**config.mk**
```make
export PLATFORM = sky130hd
export DESIGN_NAME = hazard_unit_flat
export DESIGN_NICKNAME = d
export VERILOG_FILES = /design/src/rtl/hazard_unit_pkg.sv /design/src/rtl/hazard_unit_if.sv /design/src/rtl/hazard_unit.sv /design/src/flat_wrapper.sv
export SDC_FILE = /design/constraint.sdc
export NUM_CORES = 1
export LEC_CHECK = 0
export ABC_AREA = 1
export CAP_MARGIN = 5
export CORE_ASPECT_RATIO = 0.75
export CORE_MARGIN = 10
export CORE_UTILIZATION = 56
export CTS_BUF_LIST = sky130_fd_sc_hd__clkbuf_2
export CTS_CLUSTER_DIAMETER = 60
export DETAILED_ROUTE_END_ITERATION = 16
export PLACE_DENSITY = 0.95
export REMOVE_ABC_BUFFERS = 1
export SLEW_MARGIN = 10
export SYNTH_ARGS = -nofsm -noshare
export SYNTH_HDL_FRONTEND = slang
export SYNTH_SLANG_ARGS = --single-unit
```
**constraint.sdc**
```tcl
create_clock -name CLK -period 5.05 [get_ports CLK]
set_input_delay 1.515 -clock CLK [delete_from_list [all_inputs] [get_ports CLK]]
set_output_delay 1.515 -clock CLK [all_outputs]
set_load 0.02 [all_outputs]
```
**src/rtl/hazard_unit_pkg.sv**
```systemverilog
// hazard_unit_pkg: shared types and widths for the pipeline hazard controller
package hazard_unit_pkg;
   typedef logic [4:0] regbits_t;
   typedef enum logic [1:0] {RUN, MEMWAIT, HALTED} hazard_state_t;
   localparam int FLUSH_W = 16;
endpackage

```
**src/rtl/hazard_unit_if.sv**
```systemverilog
// hazard_unit_if: stage status in, latch/PC control and counters out
interface hazard_unit_if #(
   parameter int CNT_W = 32
);
   import hazard_unit_pkg::*;
   logic ihit, dhit, dmemREN_me, dmemWEN_me;
   regbits_t rs_de, rt_de, regDst_ex;
   logic usesRt_de, memToReg_ex, pcSrc_ex, halt_wb;
   logic pcEn, ifde_en, deex_en, exme_en, mewb_en, ifde_flush, deex_flush, halt;
   logic [CNT_W-1:0] stall_cnt;
   logic [FLUSH_W-1:0] flush_cnt;
   modport hu (
      input  ihit, dhit, dmemREN_me, dmemWEN_me, rs_de, rt_de, usesRt_de,
             regDst_ex, memToReg_ex, pcSrc_ex, halt_wb,
      output pcEn, ifde_en, deex_en, exme_en, mewb_en, ifde_flush, deex_flush,
             halt, stall_cnt, flush_cnt
   );
   modport tb (
      output ihit, dhit, dmemREN_me, dmemWEN_me, rs_de, rt_de, usesRt_de,
             regDst_ex, memToReg_ex, pcSrc_ex, halt_wb,
      input  pcEn, ifde_en, deex_en, exme_en, mewb_en, ifde_flush, deex_flush,
             halt, stall_cnt, flush_cnt
   );
endinterface

```
**src/rtl/hazard_unit.sv**
```systemverilog
// hazard_unit: stall/flush/halt sequencing for the five-stage pipeline latches
module hazard_unit
   import hazard_unit_pkg::*;
#(
   parameter int CNT_W = 32
) (
   input  logic      CLK,
   input  logic      nRST,
   hazard_unit_if.hu hif
);
   hazard_state_t state_q, state_d;
   logic [CNT_W-1:0] stall_cnt_q, stall_cnt_d;
   logic [FLUSH_W-1:0] flush_cnt_q, flush_cnt_d;
   logic active, mem_wait, load_use;
   logic pc_en, ifde_en, deex_en, exme_en, mewb_en, ifde_flush, deex_flush;

   assign active   = nRST && state_q != HALTED;
   assign mem_wait = (state_q == MEMWAIT || hif.dmemREN_me || hif.dmemWEN_me) && !hif.dhit;
   assign load_use = hif.memToReg_ex && hif.regDst_ex != '0 &&
                     (hif.regDst_ex == hif.rs_de || (hif.usesRt_de && hif.regDst_ex == hif.rt_de));

   // prioritised hazard resolution: halt, memory wait, redirect, load-use, fetch wait
   always_comb begin
      state_d    = state_q;
      pc_en      = 1'b0;
      ifde_en    = 1'b0;
      deex_en    = 1'b0;
      exme_en    = 1'b0;
      mewb_en    = 1'b0;
      ifde_flush = 1'b0;
      deex_flush = 1'b0;
      if (active) begin
         if (hif.halt_wb) state_d = HALTED;
         else if (mem_wait) state_d = MEMWAIT;
         else begin
            state_d    = RUN;
            pc_en      = hif.pcSrc_ex || (!load_use && hif.ihit);
            ifde_en    = hif.pcSrc_ex || !load_use;
            deex_en    = 1'b1;
            exme_en    = 1'b1;
            mewb_en    = 1'b1;
            ifde_flush = hif.pcSrc_ex || (!load_use && !hif.ihit);
            deex_flush = hif.pcSrc_ex || load_use;
         end
      end
   end

   // stall counter saturates, flush counter wraps; both idle once halted
   always_comb begin
      stall_cnt_d = (active && !pc_en && stall_cnt_q != '1) ? stall_cnt_q + 1'b1 : stall_cnt_q;
      flush_cnt_d = (ifde_flush || deex_flush) ? flush_cnt_q + 1'b1 : flush_cnt_q;
   end

   // state and counter registers
   always_ff @(posedge CLK or negedge nRST) begin
      if (!nRST) begin
         state_q     <= RUN;
         stall_cnt_q <= '0;
         flush_cnt_q <= '0;
      end else begin
         state_q     <= state_d;
         stall_cnt_q <= stall_cnt_d;
         flush_cnt_q <= flush_cnt_d;
      end
   end

   assign hif.pcEn       = pc_en;
   assign hif.ifde_en    = ifde_en;
   assign hif.deex_en    = deex_en;
   assign hif.exme_en    = exme_en;
   assign hif.mewb_en    = mewb_en;
   assign hif.ifde_flush = ifde_flush;
   assign hif.deex_flush = deex_flush;
   assign hif.halt       = state_q == HALTED;
   assign hif.stall_cnt  = stall_cnt_q;
   assign hif.flush_cnt  = flush_cnt_q;
endmodule

```
**src/flat_wrapper.sv**
```systemverilog
// flat-port wrapper written by rule: the top's interface ports become plain ports
module hazard_unit_flat import hazard_unit_pkg::*;
#(
   parameter int CNT_W = 32
)
  (CLK, nRST, hif_ihit, hif_dhit, hif_dmemREN_me, hif_dmemWEN_me, hif_rs_de, hif_rt_de, hif_usesRt_de, hif_regDst_ex, hif_memToReg_ex, hif_pcSrc_ex, hif_halt_wb, hif_pcEn, hif_ifde_en, hif_deex_en, hif_exme_en, hif_mewb_en, hif_ifde_flush, hif_deex_flush, hif_halt, hif_stall_cnt, hif_flush_cnt);
  hazard_unit_if #(.CNT_W(CNT_W)) hif_i ();
  input  logic CLK;
  input  logic nRST;
  input wire logic [$bits(hif_i.ihit)-1:0] hif_ihit;
  input wire logic [$bits(hif_i.dhit)-1:0] hif_dhit;
  input wire logic [$bits(hif_i.dmemREN_me)-1:0] hif_dmemREN_me;
  input wire logic [$bits(hif_i.dmemWEN_me)-1:0] hif_dmemWEN_me;
  input wire logic [$bits(hif_i.rs_de)-1:0] hif_rs_de;
  input wire logic [$bits(hif_i.rt_de)-1:0] hif_rt_de;
  input wire logic [$bits(hif_i.usesRt_de)-1:0] hif_usesRt_de;
  input wire logic [$bits(hif_i.regDst_ex)-1:0] hif_regDst_ex;
  input wire logic [$bits(hif_i.memToReg_ex)-1:0] hif_memToReg_ex;
  input wire logic [$bits(hif_i.pcSrc_ex)-1:0] hif_pcSrc_ex;
  input wire logic [$bits(hif_i.halt_wb)-1:0] hif_halt_wb;
  output wire logic [$bits(hif_i.pcEn)-1:0] hif_pcEn;
  output wire logic [$bits(hif_i.ifde_en)-1:0] hif_ifde_en;
  output wire logic [$bits(hif_i.deex_en)-1:0] hif_deex_en;
  output wire logic [$bits(hif_i.exme_en)-1:0] hif_exme_en;
  output wire logic [$bits(hif_i.mewb_en)-1:0] hif_mewb_en;
  output wire logic [$bits(hif_i.ifde_flush)-1:0] hif_ifde_flush;
  output wire logic [$bits(hif_i.deex_flush)-1:0] hif_deex_flush;
  output wire logic [$bits(hif_i.halt)-1:0] hif_halt;
  output wire logic [$bits(hif_i.stall_cnt)-1:0] hif_stall_cnt;
  output wire logic [$bits(hif_i.flush_cnt)-1:0] hif_flush_cnt;
  assign hif_i.ihit = hif_ihit;
  assign hif_i.dhit = hif_dhit;
  assign hif_i.dmemREN_me = hif_dmemREN_me;
  assign hif_i.dmemWEN_me = hif_dmemWEN_me;
  assign hif_i.rs_de = hif_rs_de;
  assign hif_i.rt_de = hif_rt_de;
  assign hif_i.usesRt_de = hif_usesRt_de;
  assign hif_i.regDst_ex = hif_regDst_ex;
  assign hif_i.memToReg_ex = hif_memToReg_ex;
  assign hif_i.pcSrc_ex = hif_pcSrc_ex;
  assign hif_i.halt_wb = hif_halt_wb;
  assign hif_pcEn = hif_i.pcEn;
  assign hif_ifde_en = hif_i.ifde_en;
  assign hif_deex_en = hif_i.deex_en;
  assign hif_exme_en = hif_i.exme_en;
  assign hif_mewb_en = hif_i.mewb_en;
  assign hif_ifde_flush = hif_i.ifde_flush;
  assign hif_deex_flush = hif_i.deex_flush;
  assign hif_halt = hif_i.halt;
  assign hif_stall_cnt = hif_i.stall_cnt;
  assign hif_flush_cnt = hif_i.flush_cnt;
  hazard_unit #(.CNT_W(CNT_W)) u_core (.CLK(CLK), .nRST(nRST), .hif(hif_i));
endmodule
```
* After elaboration in Yosys (flattened, before gate mapping)
Index checks and enable logic that the tools add are counted.
** Operators by class
- Multiply operators :: 0
- Reductions and logical operators :: 22
- Shift operators :: 0
- Muxes and demuxes :: 17
- Div/mod/pow operators :: 0
- Order comparisons :: 0
- Equality and inequality tests :: 6
- $add $sub $neg :: 2
- Bitwise gates (word level) :: 0
** Operator list (number)
- 32-bit by 1-bit adder with 32-bit output, second input constant :: 1
- 32-bit inequality test, second input constant :: 1
- 16-bit by 1-bit adder with 16-bit output, second input constant :: 1
- 1-bit 2-to-1 mux :: 16
- 5-bit == test :: 2
- 1-bit logical AND :: 9
- 1-bit logical OR :: 8
- 5-bit nonzero test :: 1
- 1-bit logical NOT :: 4
- 2-bit by 1-bit == test with 1-bit output, second input constant :: 1
- 2-bit == test, second input constant :: 1
- 2-bit 2-to-1 mux :: 1
- 2-bit inequality test, second input constant :: 1
** Storage, ports and cells
- Register bits :: 50
- Bits in latches :: 0
- RAM bits :: 0
- Memories :: 0
- Input port bits :: 25
- Word-level logic and storage cells :: 50
- ROM bits :: 0

* Longest topological paths before layout
- Depth after elaboration :: 13
- Gate-level depth with buffers :: 13
- Gate-level depth less buffers :: 12

* Worst setup path before layout
Ideal clock, no wire load.
- Path kind :: input-to-output
- Start point :: input hif_dmemREN_me
- End point :: output hif_pcEn
- Cell stages on the path :: 6
- Data required time :: 3.535 ns
- Path buffers :: 1
- Data arrival time :: 2.754 ns
- Path slack :: 0.781 ns
- Path through :: a211oi_1 > nor2_1 > nor2_1 > nand2_2 > buf_2 > nor3_1
** On the way
- Longest elaborated chain between the ends :: 6
** RTL lines
- start: declaration :: RTL line flat_wrapper.sv:12 : input wire logic [$bits(hif_i.dmemREN_me)-1:0] hif_dmemREN_me;
- 1-bit logical OR (2 in series) :: RTL line hazard_unit.sv:18 : assign mem_wait = (state_q == MEMWAIT || hif.dmemREN_me || hif.dmemWEN_me) && !hif.dhit;
- 1-bit logical AND :: RTL line hazard_unit.sv:18
- 1-bit 2-to-1 mux :: RTL line hazard_unit.sv:34 : else if (mem_wait) state_d = MEMWAIT;
- 1-bit 2-to-1 mux :: RTL line hazard_unit.sv:33 : if (hif.halt_wb) state_d = HALTED;
- 1-bit 2-to-1 mux :: RTL line hazard_unit.sv:32 : if (active) begin
- end: declaration :: RTL line flat_wrapper.sv:21 : output wire logic [$bits(hif_i.pcEn)-1:0] hif_pcEn;
No other way between the ends.

* Worst setup path in the final report
- Start point :: input hif_regDst_ex[4]
- End point :: output hif_deex_flush
** On the way
- Longest elaborated chain between the ends :: 8
- Elaborated cells on any way between the ends :: 11
- Those cells by class :: 2 x eq/ne; 3 x mux; 6 x reduce/logical
** RTL lines
- start: declaration :: RTL line flat_wrapper.sv:17 : input wire logic [$bits(hif_i.regDst_ex)-1:0] hif_regDst_ex;
- 5-bit == test :: RTL line hazard_unit.sv:20 : (hif.regDst_ex == hif.rs_de || (hif.usesRt_de && hif.regDst_ex == hif.rt_de));
- 1-bit logical AND :: RTL line hazard_unit.sv:20
- 1-bit logical OR :: RTL line hazard_unit.sv:20
- 1-bit logical AND * :: RTL line hazard_unit.sv:19 : assign load_use = hif.memToReg_ex && hif.regDst_ex != '0 &&
- 1-bit logical OR * :: RTL line hazard_unit.sv:43 : deex_flush = hif.pcSrc_ex || load_use;
- 1-bit 2-to-1 mux * :: RTL line hazard_unit.sv:34
- 1-bit 2-to-1 mux * :: RTL line hazard_unit.sv:33
- 1-bit 2-to-1 mux * :: RTL line hazard_unit.sv:32
- end: declaration :: RTL line flat_wrapper.sv:27 : output wire logic [$bits(hif_i.deex_flush)-1:0] hif_deex_flush;
Mark *: on every way between the ends. The rest lies on a longest branch, timed or not.

==> flow_summary.yaml <==
timing:
  finalHoldViolations: 0
  fin_crit_sh_pct: 96.0
  max_freq_mhz: 206
  hold_slack_ns: 0.547
  grt_setup_unrepaired: "no"
  tns_ns: 0
  worst_slew_pin_slew_ns: 0.675
  slew_headroom_pct: 55.0
  finalCriticalPeriod_ns: 4.85
  report.final.slew_viol_count: 0
  skew_ns: 0.0198
  finalSetupViolCount: 0
routing:
  top_layer_used: "met4"
  drtIter0Drc: 377
  vias_per_cell: 5.53
  wl_um: 10200
  routedLengthMet1_um: 4440
  drt-wirelength-per-cell_um: 15.1
  dr_wl_met3_um: 944
  ant_nets: 0
  vias: 3755
  drc: 0
  wl_met2_um: 4760
  firstDrtPassIters: 6
synthesis:
  ys_seq_elements: 50
  synth_area_um2: 3550
  yosysUniqueCellTypes: 29
  ys_seq_area_share_pct: 35.3
  syn_inst: 522
  yosys_warnings: 0
  synth_area_per_cell_um2: 6.80
die:
  fp-row-count: 25
  die_w_um: 112
  io_pins: 81
  coreArea_um2: 6220
  dieArea_um2: 9950
  start_util_pct: 57.0
  die_h_um: 88.9
global_routing:
  overflow: 0
  grt_pass1_wl_um: 17200
  grt.total_usage_pct: 20.4
  grt_max_degree: 52
  antenna_found_initial: 0
  grt_pass1_vias: 3647
min_path:
  hold_class: "flop to flop"
  hold_path_depth: 1
clock_tree:
  cts_buffer_depth: 2
  cts_max_level: 2
  clk_pin_slew_ns: 0.24
  cts_buffers: 5
  cts_tree: "done"
  postCtsSetupRepairBufs: 0
  hold_buffers: 0
  root_buffer: "clkbuf_2"
  clock_latency_ns: 0.44
  clock_sink_count: 50
power:
  leakagePower_nw: 2.14
  power.density_nw_per_um2: 179
  peakVddDrop_uv: 128
placement:
  gp_congestion: 0.957
  numPortBuffers: 80
  place_hpwl_um: 7740
critical_path:
  critPathMaxFanout: 4
  critPathKind: "input pin to output port"
  cp_data_arrival_time_ns: 3.33
  endpoint: "hif_deex_flush"
  r2r_slack_ns: 2.23
  crit_path_start_kind: "input pin"
  reg2reg_to: "u_core.hif.stall_cnt[5]"
  rr_worst_depth: 11
  startpoint: "hif_regDst_ex[4]"
  required_ns: 3.54
  endpoint_kind: "output port"
  r2r-start: "u_core.hif.stall_cnt[0]"
layout:
  nets: 624
  num-fill-cells: 526
  antennaDiodeCount: 0
  drive_above_1_share_pct: 6.52
  area_growth_pct: 25.3
run:
  maxCapViolCount: 0
status:
  status: "finished clean"
==> synthesized netlist by cell type <==
master | number | area [um^2]
o21ai_1 | 1 | 5.00
nor2_1 | 56 | 210
nor3_2 | 1 | 10.0
xor2_1 | 18 | 158
xnor2_1 | 20 | 175
nand2_2 | 7 | 43.8
o21a_1 | 1 | 7.51
dfrtp_1 | 50 | 1250
nand3_2 | 3 | 30.0
o21ai_0 | 1 | 5.00
nor2_2 | 3 | 18.8
nand3b_1 | 6 | 45.0
nand4_1 | 41 | 257
nand3_1 | 30 | 150
buf_4 | 3 | 22.5
nand3_4 | 1 | 17.5
nor3_1 | 6 | 30.0
buf_6 | 3 | 33.8
o31ai_1 | 1 | 7.51
clkbuf_1 | 2 | 7.51
a211oi_1 | 1 | 7.51
nor4_1 | 1 | 6.26
inv_1 | 37 | 139
inv_2 | 7 | 26.3
ha_1 | 2 | 25.0
nor2_4 | 3 | 33.8
buf_1 | 1 | 3.75
buf_2 | 8 | 40.0
nand2_1 | 208 | 781
==> worst min-delay path by stage <==
stage | start | end | slack, ns
floorplan | u_core.state_q[1] | u_core.state_q[1] | 0.48
CTS | u_core.state_q[1] | u_core.state_q[1] | 0.55
finish | u_core.state_q[1] | u_core.state_q[1] | 0.55
detailed placement | u_core.state_q[1] | u_core.state_q[1] | 0.50
global placement | u_core.state_q[1] | u_core.state_q[1] | 0.50
global route | u_core.state_q[1] | u_core.state_q[1] | 0.58
==> layout by cell type, fill, tap and decap left out, types with 2 or more instances in the layout <==
cell type and instances:
buf_4 5, clkbuf_2 6, clkdlybuf4s50_1 78, dfrtp_1 50
ha_1 2, inv_1 37, inv_2 7, nand2_1 208
nand2_2 7, nand3_1 30, nand3_2 3, nand3b_1 6
nand4_1 41, nor2_1 56, nor2_2 3, nor2_4 3
nor3_1 6, xnor2_1 20, xor2_1 18
==> state kept, by name (all words and copies together) (netlist names) <==
name	count
u_core.hif.stall_cnt	32
u_core.hif.flush_cnt	16
u_core.state_q	2
==> cells by family after synthesis <==
kind of cell               after synthesis  share of synthesized area (%)
DFF                                     50                           35.3
and+or+nand+nor                        366                           46.0
AOI/OAI and AO/OA                        5                          0.917
xor gates and xnor gates                38                           9.38
adders and majority gates                2                          0.705
buffers and inverters                   61                           7.69
==> layer usage <==
metal  global-route usage [%]  vias to the layer above
met1                     25.6                     1756
li1                         -                     1818
met2                     34.2                      168
met4                     4.77                        0
met5                        0                        -
met3                     5.70                       13
==> per-stage QoR <==
| step | utilization, % | std cells | instance area [um^2] | setup WS, ns | power (mW) |
|---|---|---|---|---|---|
| after floorplan | - | 505 | 3440 | 0.475 | 0.505 |
| after global placement | 70.3 | 671 | 4370 | 0.236 | 0.575 |
| after detailed placement | 70.3 | 671 | 4370 | 0.172 | 0.582 |
| after CTS | 71.4 | 679 | 4440 | 0.151 | 0.799 |
| after global routing | 71.4 | 679 | 4440 | 0.0582 | 0.829 |
| final | 71.4 | 679 | 4440 | 0.204 | 0.794 |
==> worst max-delay path: stages <==
cell and delay (ns):
clkdlybuf4s50_1 0.55, inv_2 0.05, nand2_1 0.05, nand2_1 0.05, nor2_1 0.11, nand3_1 0.07
nand2_1 0.10, nand2_1 0.05, nand2_1 0.07, nand2_2 0.06, inv_1 0.06, clkdlybuf4s50_1 0.60
==> layout make-up <==
| class | count | area, um^2 | share of cell area, % |
|---|---|---|---|
| clock inverters | 2 | 37.5 | 0.845 |
| flip-flops and latches | 50 | 1250 | 28.2 |
| multi-input cells | 411 | 2020 | 45.5 |
| inverters | 44 | 165 | 3.72 |
| repair buffers | 85 | 836 | 18.8 |
| well taps | 81 | 101 | 2.28 |
| clock buffers | 6 | 30.0 | 0.676 |
==> power by group <==
part / switching [mW] / internal [mW] / leakage, nW
Combinational: 0.0780 / 0.0616 / 1.41
Clock: 0.134 / 0.0854 / 0.0392
Sequential: 0.0202 / 0.415 / 0.689
==> timing repair <==
| item | in CTS | in global routing |
|---|---|---|
| hold endpoints to repair | 0 | 0 |
| endpoints found under the setup margin | 0 | 1 |
| gates resized for setup | 0 | 1 |
Note: power is estimated with default switching activity, not from simulation.
==> RTL edit: new RTL, same flow settings <==
Encoding of `hazard_state_t`: now one-hot (3 bits for 3 states).
--- a/src/rtl/hazard_unit_pkg.sv
+++ b/src/rtl/hazard_unit_pkg.sv
@@ -1,7 +1,7 @@
 // hazard_unit_pkg: shared types and widths for the pipeline hazard controller
 package hazard_unit_pkg;
    typedef logic [4:0] regbits_t;
-   typedef enum logic [1:0] {RUN, MEMWAIT, HALTED} hazard_state_t;
+   typedef enum logic [2:0] {RUN = 3'b001, MEMWAIT = 3'b010, HALTED = 3'b100} hazard_state_t;
    localparam int FLUSH_W = 16;
 endpackage
 
Function: same outputs for any inputs over 10 cycles, from zero or initial values and one cycle with nRST low; not proved beyond that.
==> RTL edit against the original RTL <==
Fmax rose by 5.0%; critical path type unchanged; wire length rose by 2.9%; sequential cell count increased by 1; largest cell class unchanged; register-to-register slack got worse by 0.32 ns; synthesized area up 1.2%; synthesized cell count increased by 1.3%; cell area increased by 2.2%; worst setup slack improved by 0.23 ns.
Power is not compared: it rests on default switching activity, and its combinational part moved more than twofold at a synthesized area within 25%.
==> RTL edit: results (changes against the original RTL) <==
drt:
  met1_length_um: 4742  # +6.9%
  drtIter0Drc: 316  # -16%
  route.met3.wl_um: 1025  # +8.6%
  vias: 3821  # +1.8%
  wl_um: 10550  # +2.9%
  ant_nets: 0  # unchanged
  met2_length_um: 4623  # -2.8%
  first_pass_iters: 7  # +1
placed_design:
  dpl.hpwl_um: 8116  # +4.8%
  place.gp.congestion: 0.9425  # -1.5%
hold_path:
  hold_start: "u_core.state_q[2]"
  holdPathEnd: "u_core.state_q[2]"
setup_path:
  rrSetupSlack_ns: 1.91  # -0.32 ns
  rr_worst_depth: 9  # -2
  r2r-start: "u_core.hif.stall_cnt[0]"
  critPathSlowestCell: "clkdlybuf4s50_1"
  critPathLaunch: "hif_regDst_ex[2]"
  crit_arrival_ns: 3.10  # -0.23 ns
  rr_endpoint: "u_core.hif.stall_cnt[14]"
  crit_path_max_incr_delay_ns: 0.45  # -0.15 ns
  crit_path_max_fanout: 3  # -1
clock_tree:
  path_clk_slew_ns: 0.27  # +0.03 ns
  insertion_delay_ns: 0.43
  clock_path_buffers: 2  # unchanged
layout:
  drive_gt1_frac: 0.05446  # -0.01076
  largest_reg_flops: 32  # unchanged
  diodes: 0  # unchanged
  nets: 632  # +1.3%
global_routing:
  grt.total_usage: 0.2096  # +0.006009
  grt_pass1_vias: 3660  # +0.36%
  met3_usage: 0.05097  # -0.006036
  met1_usage: 0.2802  # +0.02429
  grt_max_degree: 53  # +1.9%
  use_met2: 0.3339  # -0.007747
  grt_pass1_wl_um: 17650  # +2.6%
synthesis:
  synth_compound_area_frac: 0.008362  # -0.0008087
  synth-seq-area-share: 0.3557  # +0.003015
  ys_warn_count: 0  # unchanged
  synthXorXnorAreaFrac: 0.09268  # -0.001144
  synth_fa_ha_area_frac: 0.006969  # -0.00008603
  synth_cell_types: 30  # +3.4%
  synth.area.mux_share: 0  # unchanged
  synth_common_cells: "nand2_1 (209), nor2_1 (57), dfrtp_1 (50)"
  synth_area_leaders: "dfrtp_1 (35%), nand2_1 (22%), nand4_1 (6.8%)"
outcome:
  status: "finished, final reports clean"
timing:
  worst_slew_pin_slew_ns: 0.8629  # +0.1884 ns
  finalClockSkew_ns: 0.02934  # +0.009509 ns
  holdWs_ns: 0.5455  # -0.001433 ns
## RTL edit: cell count changes after synthesis, sizes merged, moves of 2 or more
cell | before | now
xor2 | 18 | 20
nand3 | 34 | 36
inv | 44 | 48
nor2 | 62 | 60
buf | 15 | 13
xnor2 | 20 | 18
clkbuf | 2 | 4
nor3 | 7 | 10
## RTL edit: kinds of logic after synthesis
logic type                 count (synthesis)
adders and majority gates                  2
DFF                                       51
xor gates and xnor gates                  38
buffers and inverters                     65
and+or+nand+nor                          368
AOI/OAI and AO/OA                          5
## RTL edit: through the flow
stage          instances  cell area (µm²)  total power, µW  worst slack [ns]
2_1_floorplan        512             3497            725.5            0.5672
3_3_place_gp         679             4439            889.7            0.1515
3_5_place_dp         679             4439            903.6           0.05448
4_1_cts              687             4532             1164           0.04529
5_1_grt              687             4542             1227            0.2578
6_report             687             4542             1162            0.4356
## RTL edit: report_power, final
part / switching [µW] / total [µW] / internal [µW]
registers: 57.0 / 506 / 449
clock network: 132 / 265 / 133
logic: 237 / 391 / 154
total: 425 / 1160 / 736
## RTL edit: final cells by class
class / count / area (µm²)
clock inverters: 3 / 67.56
repair buffers: 86 / 850.8
flip-flops and latches: 51 / 1277
inverters: 48 / 180.2
well taps: 81 / 101.3
multi-input cells: 413 / 2039
clock buffers: 5 / 25.02
fillers: 490 / 1714
## RTL edit: repair_timing
action                     in CTS  in global routing
setup endpoints to repair       0                  4
setup buffers                   0                  0
resized for setup               0                  4
## RTL edit: worst max path at each step
stage | cells past startpoint | slack (ns) | to
6_report | 9 | 0.44 | hif_pcEn
4_1_cts | 9 | 0.05 | hif_pcEn
5_1_grt | 9 | 0.26 | hif_pcEn
3_3_place_gp | 9 | 0.15 | hif_pcEn
2_1_floorplan | 6 | 0.57 | hif_deex_flush
3_5_place_dp | 9 | 0.05 | hif_pcEn
